**src/rtl/enc_input_key_pkg.sv**
```systemverilog
// -----------------------------------------------------------------------------
// enc_input_key_pkg
// Shared controller package for the serial key link. Holds the key length and
// value and the frame-state encoding, so the encoder (enc_input_key) and the
// decoder (DecInputKey) agree on both.
// -----------------------------------------------------------------------------
package enc_input_key_pkg;

    localparam int                 KEY_LEN   = 4;
    localparam logic [KEY_LEN-1:0] KEY_VALUE = 4'b1010;

    // The bit counter only has to reach KEY_LEN-1 inside a frame; three bits
    // leave headroom so it never wraps.
    localparam int                 BIT_CNT_W = 3;

    typedef enum logic [1:0] {
        IDLE      = 2'd0,
        SEND_KEY  = 2'd1,
        SEND_MODE = 2'd2,
        GAP       = 2'd3
    } key_state_t;

endpackage : enc_input_key_pkg

```
**src/rtl/enc_input_key.sv**
```systemverilog
// -----------------------------------------------------------------------------
// enc_input_key
// Serialises one key frame toward the key decoder: KEY_LEN key bits MSB first
// (optionally corrupted by BAD_MASK), then one mode bit, then GAP_CYCLES idle
// cycles, then a one-cycle done pulse. All outputs are registered.
//
// Parameters
//   GAP_CYCLES  idle cycles after each frame before done (0 skips the gap)
//   BAD_MASK    XOR mask applied to the key when inject_bad is set
//
// Ports
//   clk         single clock, rising edge
//   reset       asynchronous active-high reset
//   start       request one frame (accepted only in IDLE, never queued)
//   mode_in     mode bit carried at the end of the frame (latched on accept)
//   inject_bad  send KEY_VALUE ^ BAD_MASK instead of KEY_VALUE (latched)
//   inputKey    serial key/mode bit, 0 whenever validCmd is 0
//   validCmd    high while inputKey carries frame bits
//   busy        high from acceptance until the done cycle
//   done        one-cycle pulse when the frame (including gap) is finished
// -----------------------------------------------------------------------------
module enc_input_key
    import enc_input_key_pkg::*;
#(
    parameter int                 GAP_CYCLES = 2,
    parameter logic [KEY_LEN-1:0] BAD_MASK   = 4'b0011
) (
    input  logic clk,
    input  logic reset,
    input  logic start,
    input  logic mode_in,
    input  logic inject_bad,
    output logic inputKey,
    output logic validCmd,
    output logic busy,
    output logic done
);

    localparam int GAP_W = (GAP_CYCLES < 1) ? 1 : $clog2(GAP_CYCLES + 1);
    localparam logic [GAP_W-1:0]     GAP_LAST = GAP_W'((GAP_CYCLES > 0) ? GAP_CYCLES - 1 : 0);
    localparam logic [BIT_CNT_W-1:0] KEY_LAST = BIT_CNT_W'(KEY_LEN - 1);

    key_state_t             r_state;
    logic [BIT_CNT_W-1:0]   r_bit_cnt;
    logic [GAP_W-1:0]       r_gap_cnt;
    logic [KEY_LEN-1:0]     r_key_sh;
    logic                   r_mode;
    logic                   r_input_key;
    logic                   r_valid;
    logic                   r_busy;
    logic                   r_done;

    key_state_t             w_state_nxt;
    logic [BIT_CNT_W-1:0]   w_bit_cnt_nxt;
    logic [GAP_W-1:0]       w_gap_cnt_nxt;
    logic [KEY_LEN-1:0]     w_key_sh_nxt;
    logic                   w_mode_nxt;
    logic                   w_input_key_nxt;
    logic                   w_valid_nxt;
    logic                   w_busy_nxt;
    logic                   w_done_nxt;
    logic [KEY_LEN-1:0]     w_key_sel;

    assign w_key_sel = inject_bad ? (KEY_VALUE ^ BAD_MASK) : KEY_VALUE;

    // Next-state and next-output logic. The key MSB goes out on the accepting
    // edge itself, so the shift register holds only the remaining bits and the
    // bit counter (cleared on entry) counts those remaining bits.
    always_comb begin
        // NOTE: every signal gets a default before the case so no path leaves
        // one unassigned; otherwise synthesis infers a latch.
        w_state_nxt     = r_state;
        w_bit_cnt_nxt   = r_bit_cnt;
        w_gap_cnt_nxt   = r_gap_cnt;
        w_key_sh_nxt    = r_key_sh;
        w_mode_nxt      = r_mode;
        w_input_key_nxt = 1'b0;
        w_valid_nxt     = 1'b0;
        w_busy_nxt      = 1'b0;
        w_done_nxt      = 1'b0;

        case (r_state)
            IDLE: begin
                if (start) begin
                    w_state_nxt     = SEND_KEY;
                    w_bit_cnt_nxt   = '0;
                    w_key_sh_nxt    = {w_key_sel[KEY_LEN-2:0], 1'b0};
                    w_mode_nxt      = mode_in;
                    w_input_key_nxt = w_key_sel[KEY_LEN-1];
                    w_valid_nxt     = 1'b1;
                    w_busy_nxt      = 1'b1;
                end
            end

            SEND_KEY: begin
                w_valid_nxt = 1'b1;
                w_busy_nxt  = 1'b1;
                if (r_bit_cnt == KEY_LAST) begin
                    // All key bits are out; the mode bit follows.
                    w_input_key_nxt = r_mode;
                    w_state_nxt     = SEND_MODE;
                end else begin
                    w_input_key_nxt = r_key_sh[KEY_LEN-1];
                    w_key_sh_nxt    = {r_key_sh[KEY_LEN-2:0], 1'b0};
                    w_bit_cnt_nxt   = r_bit_cnt + 1'b1;
                end
            end

            SEND_MODE: begin
                if (GAP_CYCLES == 0) begin
                    w_state_nxt = IDLE;
                    w_done_nxt  = 1'b1;
                end else begin
                    w_state_nxt   = GAP;
                    w_gap_cnt_nxt = '0;
                    w_busy_nxt    = 1'b1;
                end
            end

            GAP: begin
                if (r_gap_cnt == GAP_LAST) begin
                    w_state_nxt   = IDLE;
                    w_gap_cnt_nxt = '0;
                    w_done_nxt    = 1'b1;
                end else begin
                    w_gap_cnt_nxt = r_gap_cnt + 1'b1;
                    w_busy_nxt    = 1'b1;
                end
            end

            default: w_state_nxt = IDLE;
        endcase
    end

    // NOTE: state registers use non-blocking assignments so every register
    // samples the pre-edge values regardless of statement order.
    always_ff @(posedge clk or posedge reset) begin
        if (reset) begin
            r_state     <= IDLE;
            r_bit_cnt   <= '0;
            r_gap_cnt   <= '0;
            r_key_sh    <= '0;
            r_mode      <= 1'b0;
            r_input_key <= 1'b0;
            r_valid     <= 1'b0;
            r_busy      <= 1'b0;
            r_done      <= 1'b0;
        end else begin
            r_state     <= w_state_nxt;
            r_bit_cnt   <= w_bit_cnt_nxt;
            r_gap_cnt   <= w_gap_cnt_nxt;
            r_key_sh    <= w_key_sh_nxt;
            r_mode      <= w_mode_nxt;
            r_input_key <= w_input_key_nxt;
            r_valid     <= w_valid_nxt;
            r_busy      <= w_busy_nxt;
            r_done      <= w_done_nxt;
        end
    end

    assign inputKey = r_input_key;
    assign validCmd = r_valid;
    assign busy     = r_busy;
    assign done     = r_done;

endmodule : enc_input_key
```
**config.mk**
```make
export PLATFORM = sky130hd
export DESIGN_NAME = enc_input_key
export DESIGN_NICKNAME = d
export VERILOG_FILES = /design/src/rtl/enc_input_key_pkg.sv /design/src/rtl/enc_input_key.sv
export SDC_FILE = /design/constraint.sdc
export NUM_CORES = 1
export LEC_CHECK = 0
export CORE_UTILIZATION = 40
export DETAILED_ROUTE_END_ITERATION = 8
export PLACE_DENSITY = 0.69
export REMOVE_ABC_BUFFERS = 1
export SYNTH_ARGS = -nofsm -noshare
export SYNTH_HDL_FRONTEND = slang
export SYNTH_SLANG_ARGS = --single-unit
```
**constraint.sdc**
```tcl
create_clock -name clk -period 3.4 [get_ports clk]
set_input_delay 1.02 -clock clk [delete_from_list [all_inputs] [get_ports clk]]
set_output_delay 1.02 -clock clk [all_outputs]
set_load 0.1 [all_outputs]
```
== Word-level counts from Yosys, hierarchy flattened ==
Index checks and enable logic that the tools add are counted.
Word-level totals
  word-level logic and storage cells: 49
  input port bits: 5
  output and inout port bits: 4
  register bits: 16
Cells by class
  reduce and logical (&&, ||, !) cells: 7
  equality and inequality tests: 9
  muxes and demuxes: 22
  add/subtract/negate cells: 2
Operators by type and width (count)
  2-bit 2-to-1 mux: 5
  4-bit 2-to-1 mux: 2
  2-bit != test (second input constant): 4
  2-bit one-hot mux with 4 select lines: 1
  4-bit one-hot mux with 2 select lines: 1
  1-bit 2-to-1 mux: 6
  3-bit 2-to-1 mux: 2
  3-bit one-hot mux with 2 select lines: 1
  3-bit AND reduction: 2
  2-bit by 1-bit equality test with 1-bit output (second input constant): 2
  2-bit equality test (second input constant): 2
  1-bit one-hot mux with 2 select lines: 2
  2-bit one-hot mux with 2 select lines: 1
  2-bit nonzero test: 2
  3-bit by 1-bit adder with 3-bit output (second input constant): 1
  3-bit by 2-bit equality test with 1-bit output (second input constant): 1
  1-bit one-hot mux with 3 select lines: 1
  2-bit by 1-bit adder with 2-bit output (second input constant): 1
  2-bit logical NOT: 1
  2-bit AND reduction: 1
  2-bit OR reduction: 1

== Depth between registers and ports, before layout ==
Gate-level depths: netlist of the first run.
  word-level depth: 3
  depth in mapped cells: 6
  gate-level depth less buffers: 5

== Worst setup path after synthesis of the first run ==
No wires, ideal clock.
  path kind: reg-to-output
  start point: reg r_busy (netlist: busy)
  end point: out busy
  path buffers: 0
  slack: 1.497 ns
  cell stages (with the launch flop): 1
  arrival time: 0.883 ns
  required time: 2.380 ns
  cell sequence: dfrtp_1
RTL lines
  start: declaration: line enc_input_key.sv:50  | logic r_busy;
  start signal: assignment: line enc_input_key.sv:156  | r_busy <= w_busy_nxt;
  end: declaration: line enc_input_key.sv:35  | output logic busy,
No word-level cell between the ends.

== Worst setup path after layout of the first run ==
  start point: in start
  end point: reg r_key_sh[1]
Between the ends
  cells in the longest elaborated chain, start to end: 2
RTL lines
  start: declaration: line enc_input_key.sv:30  | input logic start,
  2-bit != test (no source line)
  3-bit AND reduction (no source line)
  end signal: assignment: line enc_input_key.sv:152  | r_key_sh <= w_key_sh_nxt;
  end: declaration: line enc_input_key.sv:46  | logic [KEY_LEN-1:0] r_key_sh;
Every way passes these cells.
A chain may end at the register's enable or synchronous reset.

==> summary by stage, run 1 <==
Placement
The placed instance area is 852.1 um2. The placer's final routability congestion estimate is between 0.7 and 0.8. The number of input and output port buffers inserted is 8. The placed wire-length estimate after detailed placement is approximately 770 um. The number of placed instances with taps included is 98.

GRT
Entering global routing, the biggest net connects 16 pins. The first global-routing pass estimated ~1800 um of wire. The number of antenna violations at the first check in global routing is 0. The global routing usage summed across all routing layers is 0.1291.

The via count of the first global-routing pass is around 400. For this run the aggregate overflow at the end of global routing stands at 0.

STA
The maximum clock frequency is roughly 450 MHz. Dividing the final minimum period by the clock period gives 0.6528. The final-report setup violation count is 0. For the final routed database, the setup TNS stands at 0 ns.

For the finished layout, the period the worst path requires is ~2.2 ns. The final hold violation count is 0. The number of slew-limit violations in the final report is 0. Setup repair after global routing left no endpoint under its margin. The worst clock skew on the final layout is approximately 0.0078 ns.

For the pin with the worst max-slew slack, the measured transition is around 0.56 ns. The worst pin sits at a relative slew slack of 0.6268.

Cells and area
The number of nets in the final layout is 90. The fraction of final layout cells sized beyond drive strength 1 is 0.2208. The post-route standard cell area excluding fillers is 879.6 um2. At the end of the flow the core is filled with cells to 0.5039. The area growth from synthesis to layout is 16.01%. The antenna cell count is 0. The number of standard cells in the final layout excluding fillers is between 100 and 150.

Routing
For this block, the via count after detailed routing is roughly 450. The count of antenna-violating nets left after detailed routing is 0. The routed wire length is around 1100 um.

For this block, the initial DRC count from the detailed router was 2. The number of remaining DRC errors is 0. The post-detailed-route via-to-cell ratio is 4.373. The first TritonRoute pass finished after 2 iterations.

The detail-routed net length per standard cell is between 10 and 15 um.

Worst setup path
Traced cell by cell, the critical path runs through clkdlybuf4s50_1, nor2b_4, a211oi_4, mux2_2. On the critical path, the stage with the largest delay is an instance of sky130_fd_sc_hd__clkdlybuf4s50_1. Setup slack on the worst reg-to-reg path comes out at around 1.6 ns.

The signal arrival time at the worst endpoint is around 2.4 ns. The buffering stage count on the worst path with inverters included is 1. The data required time of the worst path is 3.59 ns.

The kind of start point of the critical path is a primary input. The longest individual stage delay on the worst path is 0.55 ns. Grouping stages by cell kind, the critical path spends the most delay in buffers and inverters. The worst setup path is of the in -> reg kind. The worst setup path is captured at a flop. Along the worst path, the maximum fanout reaches 6.

Floorplanning
The die is 45.54 um tall. The area of the core is approximately 0.0017 mm2. The floorplan step defined a die boundary enclosing between 0.002 and 0.0025 mm2. During I/O placement, the number of pins put on the boundary was 9. The starting utilization of the core area is 0.4344. The number of placement rows is 15.

The floorplan step set the die width to 45.54 um.

Min path
The tightest min-delay check is of the reg -> reg type.

Clocking
The root buffer cell is sky130_fd_sc_hd__clkbuf_4. The post-CTS setup buffer count is 0. The cts-stage hold buffer count is 0. The clock-pin slew reported for the worst setup and hold paths after clock tree synthesis is roughly 0.090 ns. The tree built by TritonCTS fans out to 15 sinks. The clock network latency to the later pin of the worst-skew pair is a little under 0.3 ns. The maximum number of buffers from clock root to sink is 2. The H-tree level count is 1.

The TritonCTS clock tree is built. TritonCTS created 3 clock buffers. The number of gates resized after CTS is 0.

Yosys
The count of mapped cells out of synthesis is 66. Of the synthesized area, sequential elements account for 0.4950. Each instance of the synthesized netlist takes up on average roughly 11 um2. The cell area after technology mapping is approximately 760 um2.

The number of synthesized register bits is 15. The count of synthesis-stage warnings from yosys is 0. The synthesized netlist contains 22 unique library cells.

Flow run
The tool flagged a number of max-cap violations equal to 0.

Status
The flow ran to the end, and the final reports show no timing, DRC or antenna violations.
Yosys cell counts:
| library cell | instances | area share |
|---|---|---|
| sky130_fd_sc_hd__mux2_2 | 4 | 0.059 |
| sky130_fd_sc_hd__mux2_1 | 1 | 0.015 |
| sky130_fd_sc_hd__ha_1 | 7 | 0.12 |
| sky130_fd_sc_hd__nand2_1 | 5 | 0.025 |
| sky130_fd_sc_hd__o21a_1 | 1 | 0.0099 |
| sky130_fd_sc_hd__dfrtp_1 | 15 | 0.50 |
| sky130_fd_sc_hd__o21ai_0 | 2 | 0.013 |
| sky130_fd_sc_hd__a21o_1 | 1 | 0.0099 |
| sky130_fd_sc_hd__a21oi_1 | 2 | 0.013 |
| sky130_fd_sc_hd__nand2b_1 | 1 | 0.0083 |
| sky130_fd_sc_hd__mux2i_1 | 4 | 0.053 |
| sky130_fd_sc_hd__nor2b_1 | 1 | 0.0083 |
| sky130_fd_sc_hd__nor2_2 | 1 | 0.0083 |
| sky130_fd_sc_hd__inv_2 | 1 | 0.0049 |
| sky130_fd_sc_hd__o21bai_1 | 1 | 0.0099 |
| sky130_fd_sc_hd__nor4_1 | 1 | 0.0083 |
| sky130_fd_sc_hd__buf_4 | 1 | 0.0099 |
| sky130_fd_sc_hd__inv_1 | 9 | 0.045 |
| sky130_fd_sc_hd__nor2b_4 | 1 | 0.018 |
| sky130_fd_sc_hd__a211oi_4 | 1 | 0.026 |
| sky130_fd_sc_hd__nor2_1 | 5 | 0.025 |
| sky130_fd_sc_hd__a221oi_2 | 1 | 0.020 |
worst register-to-register path, delay by kind of cell (launching register included):
family                   cells  cell delay [ns]
AO/OA/AOI/OAI                1             0.35
adder cells (fa/ha/maj)      1             0.39
multiplexers                 1             0.38
flip-flops                   1             0.41
AND/OR/NAND/NOR              1             0.10
buffers and inverters        1             0.11
per-layer routing:
layer | part of all wire | global-route usage | up-vias
li1 | - | - | 238
met1 | 0.52 | 0.1724 | 193
met2 | 0.40 | 0.1600 | 10
met3 | 0.040 | 0.03571 | 5
met4 | 0.043 | 0.1273 | 0
met5 | 0 | 0 | -
sequential cells by signal, indices dropped and copies added, names as in the netlist:
name       cells
busy           1
done           1
inputKey       1
r_bit_cnt      3
r_gap_cnt      2
r_key_sh       3
r_mode         1
r_state        2
validCmd       1
logic make-up after synthesis:
logic type | share of synthesized area
buffers and inverters | 0.05940
DFF | 0.4950
and+or+nand+nor | 0.1007
AOI/OAI and AO/OA | 0.1023
muxes | 0.1271
adders and majority gates | 0.1155
placed cells by master, fill, tap and decap left out, types with 2 or more instances in the layout:
cell,Yosys,routed
sky130_fd_sc_hd__ha_1,7,7
sky130_fd_sc_hd__mux2_2,4,4
sky130_fd_sc_hd__clkdlybuf4s50_1,0,4
sky130_fd_sc_hd__a21oi_1,2,2
sky130_fd_sc_hd__nand2_1,5,5
sky130_fd_sc_hd__buf_4,1,4
sky130_fd_sc_hd__o21ai_0,2,2
sky130_fd_sc_hd__dfrtp_1,15,15
sky130_fd_sc_hd__clkbuf_4,0,3
sky130_fd_sc_hd__mux2i_1,4,4
sky130_fd_sc_hd__nor2_1,5,5
sky130_fd_sc_hd__inv_1,9,9
path summary, 6_finish.rpt:
path / from / cells after the start / to
worst max-delay path: start / 4 / r_key_sh[1]
worst min-delay path: r_gap_cnt[1] / 1 / r_gap_cnt[1]
worst max register to register: r_state[1] / 5 / r_key_sh[1]
worst min register to register: r_gap_cnt[1] / 1 / r_gap_cnt[1]
max in group asynchronous: reset / 2 / r_gap_cnt[0]
min in group asynchronous: reset / 2 / validCmd
metrics by stage:
step,setup slack (ns),hold slack [ns]
2_1_floorplan,1.497,0.4487
3_3_place_gp,0.8912,0.4649
3_5_place_dp,0.8747,0.4672
4_1_cts,1.188,0.4888
5_1_grt,1.152,0.5021
6_report,1.180,0.4852
final cells by class:
cell class / instances / area [um2]
Fill cell: 151 / 865.8
Sequential cell: 15 / 375.4
Multi-Input combinational cell: 40 / 337.8
Timing Repair Buffer: 8 / 70.07
Inverter: 10 / 37.54
Tap cell: 25 / 31.28
Clock buffer: 3 / 22.52
Clock inverter: 1 / 5.005
Power of run 1 is not shown: default switching activity piles up to over one toggle a cycle in this logic, so the estimate is an artifact.
==> run 2: changes to the inputs <==
--- a/config.mk
+++ b/config.mk
@@ -7,7 +7,7 @@
 export LEC_CHECK = 0
 export CORE_UTILIZATION = 40
 export DETAILED_ROUTE_END_ITERATION = 8
-export PLACE_DENSITY = 0.69
+export PLACE_DENSITY = 0.72
 export REMOVE_ABC_BUFFERS = 1
 export SYNTH_ARGS = -nofsm -noshare
 export SYNTH_HDL_FRONTEND = slang
==> constraint.sdc (replaced) <==
create_clock -name clk -period 1.8 [get_ports clk]
set_input_delay 0.54 -clock clk [delete_from_list [all_inputs] [get_ports clk]]
set_output_delay 0.54 -clock clk [all_outputs]
set_load 0.1 [all_outputs]
==> run 2 against run 1 <==
Compared with the run above: sequential cell count is the same; register-to-register slack lost 1.5 ns; setup slack lost 1.1 ns; hold slack gained 0.0052 ns; die area is the same; non-clock buffer count grew 6; critical path depth is the same; clock skew shrank 0.0044 ns; clock-buffer cell count grew 1; via count grew 9.0%; global-route usage grew 1.0 points; routed wire length grew 1.6%; critical endpoint is now r_bit_cnt[0]; largest cell class unchanged.
==> summary by stage, run 2 (synthesized netlist as in run 1, its figures left out) <==
Status
The flow ran to the end, and the final reports show no timing, DRC or antenna violations.

Clocking
The post-CTS setup buffer count is 0 (unchanged). The TritonCTS clock tree is built. The clock network latency to the later pin of the worst-skew pair came to 0.27 ns (-0.02 ns). The number of sinks driven by the clock tree is 15 (unchanged).

The number of clock buffers inserted by TritonCTS is 3 (unchanged). The maximum number of buffers from clock root to sink is 2 (unchanged). The H-tree level count is 1 (unchanged). The cts-stage hold buffer count is 0 (unchanged). The number of gates resized after CTS came to 0 (unchanged). The clock-pin slew reported for the worst setup and hold paths after clock tree synthesis is 0.08 ns (about the same). The root buffer cell is sky130_fd_sc_hd__clkbuf_4.

Cells and area
The number of nets in the final layout is 96 (+6.7%). The number of standard cells in the final layout excluding fillers is 108 (+5.9%). The fraction of final layout cells sized beyond drive strength 1 is 0.2651 (+0.04428). The antenna cell count is 0 (unchanged). The share of the core filled with cells is 0.5577 (+0.05376).

In the layout the commonest cells are sky130_fd_sc_hd__dfrtp_1 (15), sky130_fd_sc_hd__inv_1 (9), sky130_fd_sc_hd__ha_1 (7). From synthesis to final layout, the design area changed by 28.38%. In the final layout, the registers with the most flip-flops are r_bit_cnt: 3 flops, r_key_sh: 3 flops. The post-route standard cell area excluding fillers came to 973.4 um2 (+11%). The leading cell type in the layout, fill and taps excluded is sky130_fd_sc_hd__dfrtp_1.

Worst setup path
The endpoint of the lowest-slack register-to-register path is r_bit_cnt[0]. The class of the most critical setup path is reg -> reg. The startpoint of the most critical register-to-register path is r_bit_cnt[0]. The maximum net fanout on the critical path is 5 (-1).

The flop-to-flop setup slack is 0.09 ns (-1.48 ns). The signal on the critical path passes through ha_1, ha_1, a211oi_4, mux2_2. The data required time of the worst path is 1.96 ns (-1.63 ns). The number of cells on the worst reg-to-reg path is 4 (-1). The longest individual stage delay on the worst path is 0.40 ns (-0.15 ns).

STA classifies the critical path startpoint as a flop. The largest individual stage delay along the critical path comes from the cell sky130_fd_sc_hd__dfrtp_1. In this design, the critical path's most frequently occurring cell is sky130_fd_sc_hd__ha_1.

The signal arrival time at the worst endpoint is 1.87 ns (-0.54 ns). The category of the worst setup path capture point is a flop.

Floorplanning
The die footprint is 0.002074 mm2 (unchanged). The area of the core is 0.001745 mm2 (unchanged). The y dimension of the die is 45.54 um (unchanged).

The starting utilization of the core area was 0.4344 (unchanged). The width of the die came to 45.54 um (unchanged). The number of placement rows was 15 (unchanged). The total I/O pin count came to 9 (unchanged).

STA
The slew at the pin with the worst max-slew slack is 0.3084 ns (-0.2508 ns). The number of slew-limit violations in the final report came to 0 (unchanged). Of the available clock period, the critical path in the final layout requires 0.9491. The clock period minus final worst setup slack is roughly 1.7 ns.

The worst clock skew on the final layout came to 0.003398 ns (-0.004419 ns). The headroom to the max-slew limit is 0.7937 (+0.1669). The final-report setup violation count came to 0 (unchanged). For this run, the top clock speed supported by timing is about 590 MHz. Setup repair after global routing left no endpoint under its margin. The final hold violation count is 0 (unchanged).

GRT
The via count of the first global-routing pass is 460 (+16%). The first-pass GRT wire length came to 1959 um (+11%). The number of antenna violations at the first check in global routing is 0 (unchanged). The remaining global-route overflow is 0 (unchanged). The maximum number of pins on one net before global-route repair is 16 (unchanged). The global routing usage summed across all routing layers came to 0.1394 (+0.01026).

Placement
The placed wire-length estimate after detailed placement is 904.6 um (+17%). The number of input and output port buffers inserted is 8 (unchanged). The number of placed instances with taps included is 103 (+5.1%). The placed instance area came to 939.7 um2 (+10%). The placer's final routability congestion estimate was 0.7516 (-3.6%).

Flow run
The count of maximum capacitance violations was 0 (unchanged).

Min path
The worst hold path cell count is 1 (unchanged). The worst hold path begins at r_gap_cnt[1]. In this run the worst hold path is classified as reg -> reg. The endpoint of the worst hold-timing path is r_gap_cnt[1].

Routing
The DRC marker count from the first detailed-route iteration came to 5 (+3). The routed wire length came to 1097 um (+1.6%). The post-detailed-route via-to-cell ratio is 4.500 (+2.9%). The via count of the routed design is 486 (+9.0%). The count of antenna-violating nets left after detailed routing is 0 (unchanged). The number of remaining DRC errors was 0 (unchanged). The detail-routed net length per standard cell came to 10.16 um (-4.1%). The total iterations of the first detailed-routing run is 4 (+2).
-- run 2: changes by cell type in the layout (fill, tap and decap cells not counted) --
cell,change
sky130_fd_sc_hd__buf_12,+4
sky130_fd_sc_hd__buf_4,+2
sky130_fd_sc_hd__clkbuf_1,+1
sky130_fd_sc_hd__clkinv_2,-1
-- run 2: worst max path at each step --
stage                  from      endpoint  slack, ns  cells after the start
3_3_place_gp          start   r_key_sh[2]      -0.16                      4
2_1_floorplan  r_bit_cnt[0]  r_bit_cnt[0]       0.12                      4
3_5_place_dp          start  r_bit_cnt[0]      -0.19                      4
4_1_cts        r_bit_cnt[0]  r_bit_cnt[0]       0.02                      4
6_report       r_bit_cnt[0]  r_bit_cnt[0]       0.09                      4
5_1_grt        r_bit_cnt[0]   r_key_sh[2]       0.03                      4
-- run 2: metrics by stage --
step                      setup TNS (ns)  worst slack, ns  hold slack [ns]
after CTS                              0          0.02006           0.4909
after detailed placement         -0.7636          -0.1856           0.4713
after floorplan                        0           0.1232           0.4415
after global routing                   0          0.02504           0.5241
final                                  0          0.09154           0.4904
after global placement           -0.6286          -0.1561           0.4618
-- run 2: area by class of cell --
cell class              instances  area (um2)
inverters                      10       37.54
flip-flops and latches         15       375.4
fillers                       161       772.0
well taps                      25       31.28
repair buffers                 14       165.2
multi-input cells              40       337.8
clock buffers                   4       26.28
-- run 2: worst max-delay path, delay by kind of cell, from the launching register on --
kind | cells | cell delay [ns]
AO/OA/AOI/OAI | 1 | 0.34
flip-flops | 1 | 0.40
adder cells (fa/ha/maj) | 2 | 0.48
multiplexers | 1 | 0.37
-- run 2: routing by layer --
layer  wire [um]  vias to the layer above  track usage
met4          12                        0      0.09091
met2         525                        9       0.2114
li1            -                      252            -
met5           0                        -            0
met3          45                        2      0.04762
met1         514                      223       0.1667
Power of run 2 is left out for the same reason.
==> RTL change 1: new RTL, settings of run 1 <==
Set the package constant `BIT_CNT_W` to 5 (it was 3).
--- a/src/rtl/enc_input_key_pkg.sv
+++ b/src/rtl/enc_input_key_pkg.sv
@@ -13,3 +13,3 @@
     // leave headroom so it never wraps.
-    localparam int                 BIT_CNT_W = 3;
+    localparam int                 BIT_CNT_W = 5;
 
Check against the original RTL: same outputs for any inputs over 10 cycles, from zero or initial values and one cycle with reset high; that may be too few to reach the edited logic, so the function may still have changed.
==> RTL change 1 against run 1 <==
- sequential cell count is 2 higher
- routed wire length rose by 49%
- worst setup slack got worse by 0.050 ns
- area after synthesis increased by 18%
- global-route usage increased by 2.7 points
- design area rose by 16%
==> RTL change 1: results (changes against run 1) <==
| Metric | Value |
|---|---|
| Vias | `691 (was 446)` |
| Nets | `115 (was 90)` |
| Top cells by area, synth | `dfrtp_1 47%, ha_1 8.4%, o21ai_0 7.2% (was dfrtp_1 50%, ha_1 12%, mux2_2 5.9%)` |
| Crit path DAT | `2.44 ns (was 2.41 ns)` |
| Mean Syn Cell Area | `9.66 um^2 (was 11.5 um^2)` |
| Critical path fanouts, max | `7 (was 6)` |
| Synth top cells by count | `17 x dfrtp_1, 13 x o21ai_0, 10 x nand2_1 (was 15 x dfrtp_1, 9 x inv_1, 7 x ha_1)` |
| GRT Total Usage | `15.7% (was 12.9%)` |
| Relative slew slack | `31.9% (was 62.7%)` |
| Status | `finished, final reports clean (unchanged)` |
| R2r startpoint | `r_bit_cnt[0] (was r_state[1])` |
| Met1 Use GR | `19.6% (was 17.2%)` |
| 1st-pass router iterations | `4 (was 2)` |
| Area delta synth->final | `13.5% (was 16.0%)` |
| RR Endpoint | `r_bit_cnt[1] (was r_key_sh[1])` |
| Post-synthesis cell type count | `29 (was 22)` |
| FF-to-FF setup slack | `1.38 ns (was 1.57 ns)` |
| CP top delay family | `simple AND/OR/NAND/NOR gates (was buffers and inverters)` |
| Met2 Track Usage GR | `24.0% (was 16.0%)` |
| Inst Count DP | `126 (was 98)` |
| Layout cell share with drive strength beyond 1 | `8.74% (was 22.1%)` |
| DP Wirelength | `1190 um (was 773 um)` |
| Vias in the first global route | `642 (was 397)` |
| Post-DP Area | `993 um^2 (was 852 um^2)` |
| Total wire length | `1610 um (was 1080 um)` |
==> RTL change 1: changes by cell type in the layout (fill, tap and decap cells not counted), sizes merged, moves of 2 or more <==
| cell | change |
|---|---|
| o21ai | +12 |
| nand2 | +5 |
| nand3 | +5 |
| mux2 | -4 |
| a21oi | +3 |
| inv | -3 |
| mux2i | -3 |
| nand2b | +3 |
| nor2 | -3 |
| nor3 | +3 |
| a22oi | +2 |
| dfrtp | +2 |
==> RTL change 1: kinds of logic (layout without fill, tap and decap cells) <==
logic type	count (synthesis)	count (layout)	share of synthesized area (%)
compound gates	26	26	18.7
simple gates	33	33	19.4
buf+inv	9	19	3.90
flops	17	17	47.4
fa+ha+maj	6	6	8.36
mux	2	2	2.37
==> RTL change 1: stage by stage <==
step	setup WS (ns)	power, mW	hold slack [ns]	utilization, %
after floorplan	1.50	0.748	0.444	-
after global placement	0.897	0.854	0.463	48.7
after detailed placement	0.841	0.866	0.467	48.7
after CTS	1.16	0.977	0.493	49.9
after global routing	1.02	1.04	0.498	49.9
final	1.13	0.967	0.487	49.9
==> RTL change 1: layer usage <==
metal | wire length, um | share of wire, % | vias up
met2 | 756 | 47 | 6
met4 | 27 | 1.7 | 0
met5 | 0 | 0 | -
met3 | 43 | 2.7 | 4
met1 | 786 | 49 | 329
li1 | - | - | 352
==> RTL change 1: final cells by class <==
cell class	count	area share, %
Clock buffer	4	2.58
Timing Repair Buffer	8	6.87
Inverter	7	2.58
Multi-Input combinational cell	67	42.9
Sequential cell	17	41.7
Tap cell	27	3.31
==> RTL change 1: power breakdown <==
part / leakage [nW] / switching (mW) / internal [mW]
clock network: 0.0150 / 0.0602 / 0.0456
logic: 0.225 / 0.368 / 0.165
registers: 0.221 / 0.0521 / 0.277
total: 0.461 / 0.480 / 0.487
==> RTL change 2: new RTL, flow settings as in run 1 <==
Without the edit above. Re-encode `key_state_t` (4 states) as one-hot, 4 bits wide.
--- a/src/rtl/enc_input_key_pkg.sv
+++ b/src/rtl/enc_input_key_pkg.sv
@@ -15,7 +15,7 @@
 
-    typedef enum logic [1:0] {
-        IDLE      = 2'd0,
-        SEND_KEY  = 2'd1,
-        SEND_MODE = 2'd2,
-        GAP       = 2'd3
+    typedef enum logic [3:0] {
+        IDLE      = 4'b0001,
+        SEND_KEY  = 4'b0010,
+        SEND_MODE = 4'b0100,
+        GAP       = 4'b1000
     } key_state_t;
Behaviour: no difference found for any inputs over 10 cycles, from zero or initial values and one cycle with reset high; not proved beyond that.
==> RTL change 2 against run 1 <==
- highest routed layer unchanged
- die area up 6.3%
- routed wire length up 23%
- global-route usage increased by 1.1 points
- largest cell class unchanged
- sequential cell count grew 2
- design area up 4.0%
- worst setup slack improved by 0.13 ns
- area after synthesis increased by 6.6%
==> RTL change 2: results (changes against run 1) <==
| Metric | Value |
|---|---|
| Status | `finished, final reports clean (unchanged)` |
| #FFs+latches synth | `17 (was 15)` |
| 1st-pass router iterations | `3 (was 2)` |
| GRT Total Usage | `14.0% (was 12.9%)` |
| Layout cell share with drive strength beyond 1 | `20.7% (was 22.1%)` |
| Synthesized-area fraction occupied by adder cells | `3.10% (was 11.6%)` |
| Crit path DAT | `2.26 ns (was 2.41 ns)` |
| Post-Synthesis Cells | `73 (was 66)` |
| First-pass GRT wire length | `2160 um (was 1760 um)` |
| Crit-path max cell delay | `0.46 ns (was 0.55 ns)` |
| Largest net degree at the start of global routing | `18 (was 16)` |
| Synth top cells by count | `16 x dfrtp_1, 7 x inv_1, 5 x o21ai_0 (was 15 x dfrtp_1, 9 x inv_1, 7 x ha_1)` |
| Total wire length | `1330 um (was 1080 um)` |
| Inst Count DP | `103 (was 98)` |
| Clock buf count | `4 (was 3)` |
| Vias | `540 (was 446)` |
| Mapped cell area | `808 um^2 (was 758 um^2)` |
| DP Wirelength | `960 um (was 773 um)` |
| Synth Area in Compound Gates | `12.7% (was 10.2%)` |
| Critical path fanouts, max | `7 (was 6)` |
| Mux share of post-synthesis cell area | `5.26% (was 12.7%)` |
| Post-synthesis cell type count | `31 (was 22)` |
| Setup Skew | `0.00299 ns (was 0.00782 ns)` |
| Clk tree area frac | `2.87% (was 3.13%)` |
| Fraction of area in multi-input gates | `36.5% (was 38.4%)` |
| GP Congestion | `0.752 (was 0.780)` |
| Biggest regs | `r_state: 4 flops, r_bit_cnt: 3 flops, r_key_sh: 3 flops (was r_bit_cnt: 3 flops, r_key_sh: 3 flops)` |
| Relative slew slack | `58.9% (was 62.7%)` |
[RTL change 2: logic make-up after synthesis]
family	after synthesis
compound gates	15
simple gates	25
buf+inv	10
fa+ha+maj	2
flops	17
mux	4
[RTL change 2: path summary, 6_finish.rpt]
check / from / to / slack [ns] / cells past startpoint
max in group asynchronous: reset / r_key_sh[1] / 1.89 / 2
hold / removal: r_key_sh[2] / r_key_sh[3] / 0.52 / 2
setup reg to reg: r_bit_cnt[0] / r_key_sh[2] / 1.55 / 5
setup / recovery: start / r_key_sh[2] / 1.31 / 4
min in group asynchronous: reset / done / 1.11 / 2
hold reg to reg: r_key_sh[2] / r_key_sh[3] / 0.52 / 2
[RTL change 2: tightest hold or removal path, cell delays in order (launching register included)]
cell,delay [ns]
dfrtp_1,0.35
nand3b_1,0.07
o21ai_0,0.06
[RTL change 2: layer usage]
layer	vias up	GRT usage, %	share of wire (%)
met2	9	21.1	44
met1	257	19.6	51
li1	272	-	-
met4	0	5.14	0.68
met5	-	0	0
met3	2	3.46	3.6
[RTL change 2: per-stage QoR]
step / power, mW / setup WS (ns)
after floorplan: 0.564 / 1.50
after global placement: 0.625 / 1.04
after detailed placement: 0.637 / 1.02
after CTS: 0.742 / 1.32
after global routing: 0.782 / 1.30
final: 0.736 / 1.31
[RTL change 2: power groups by stage]
stage / clock (mW) / sequential [mW] / combinational, mW
3_3_place_gp: 0 / 0.318 / 0.307
6_report: 0.104 / 0.319 / 0.313
3_5_place_dp: 0 / 0.323 / 0.314
4_1_cts: 0.109 / 0.318 / 0.314
2_1_floorplan: 0 / 0.427 / 0.137
5_1_grt: 0.118 / 0.327 / 0.336
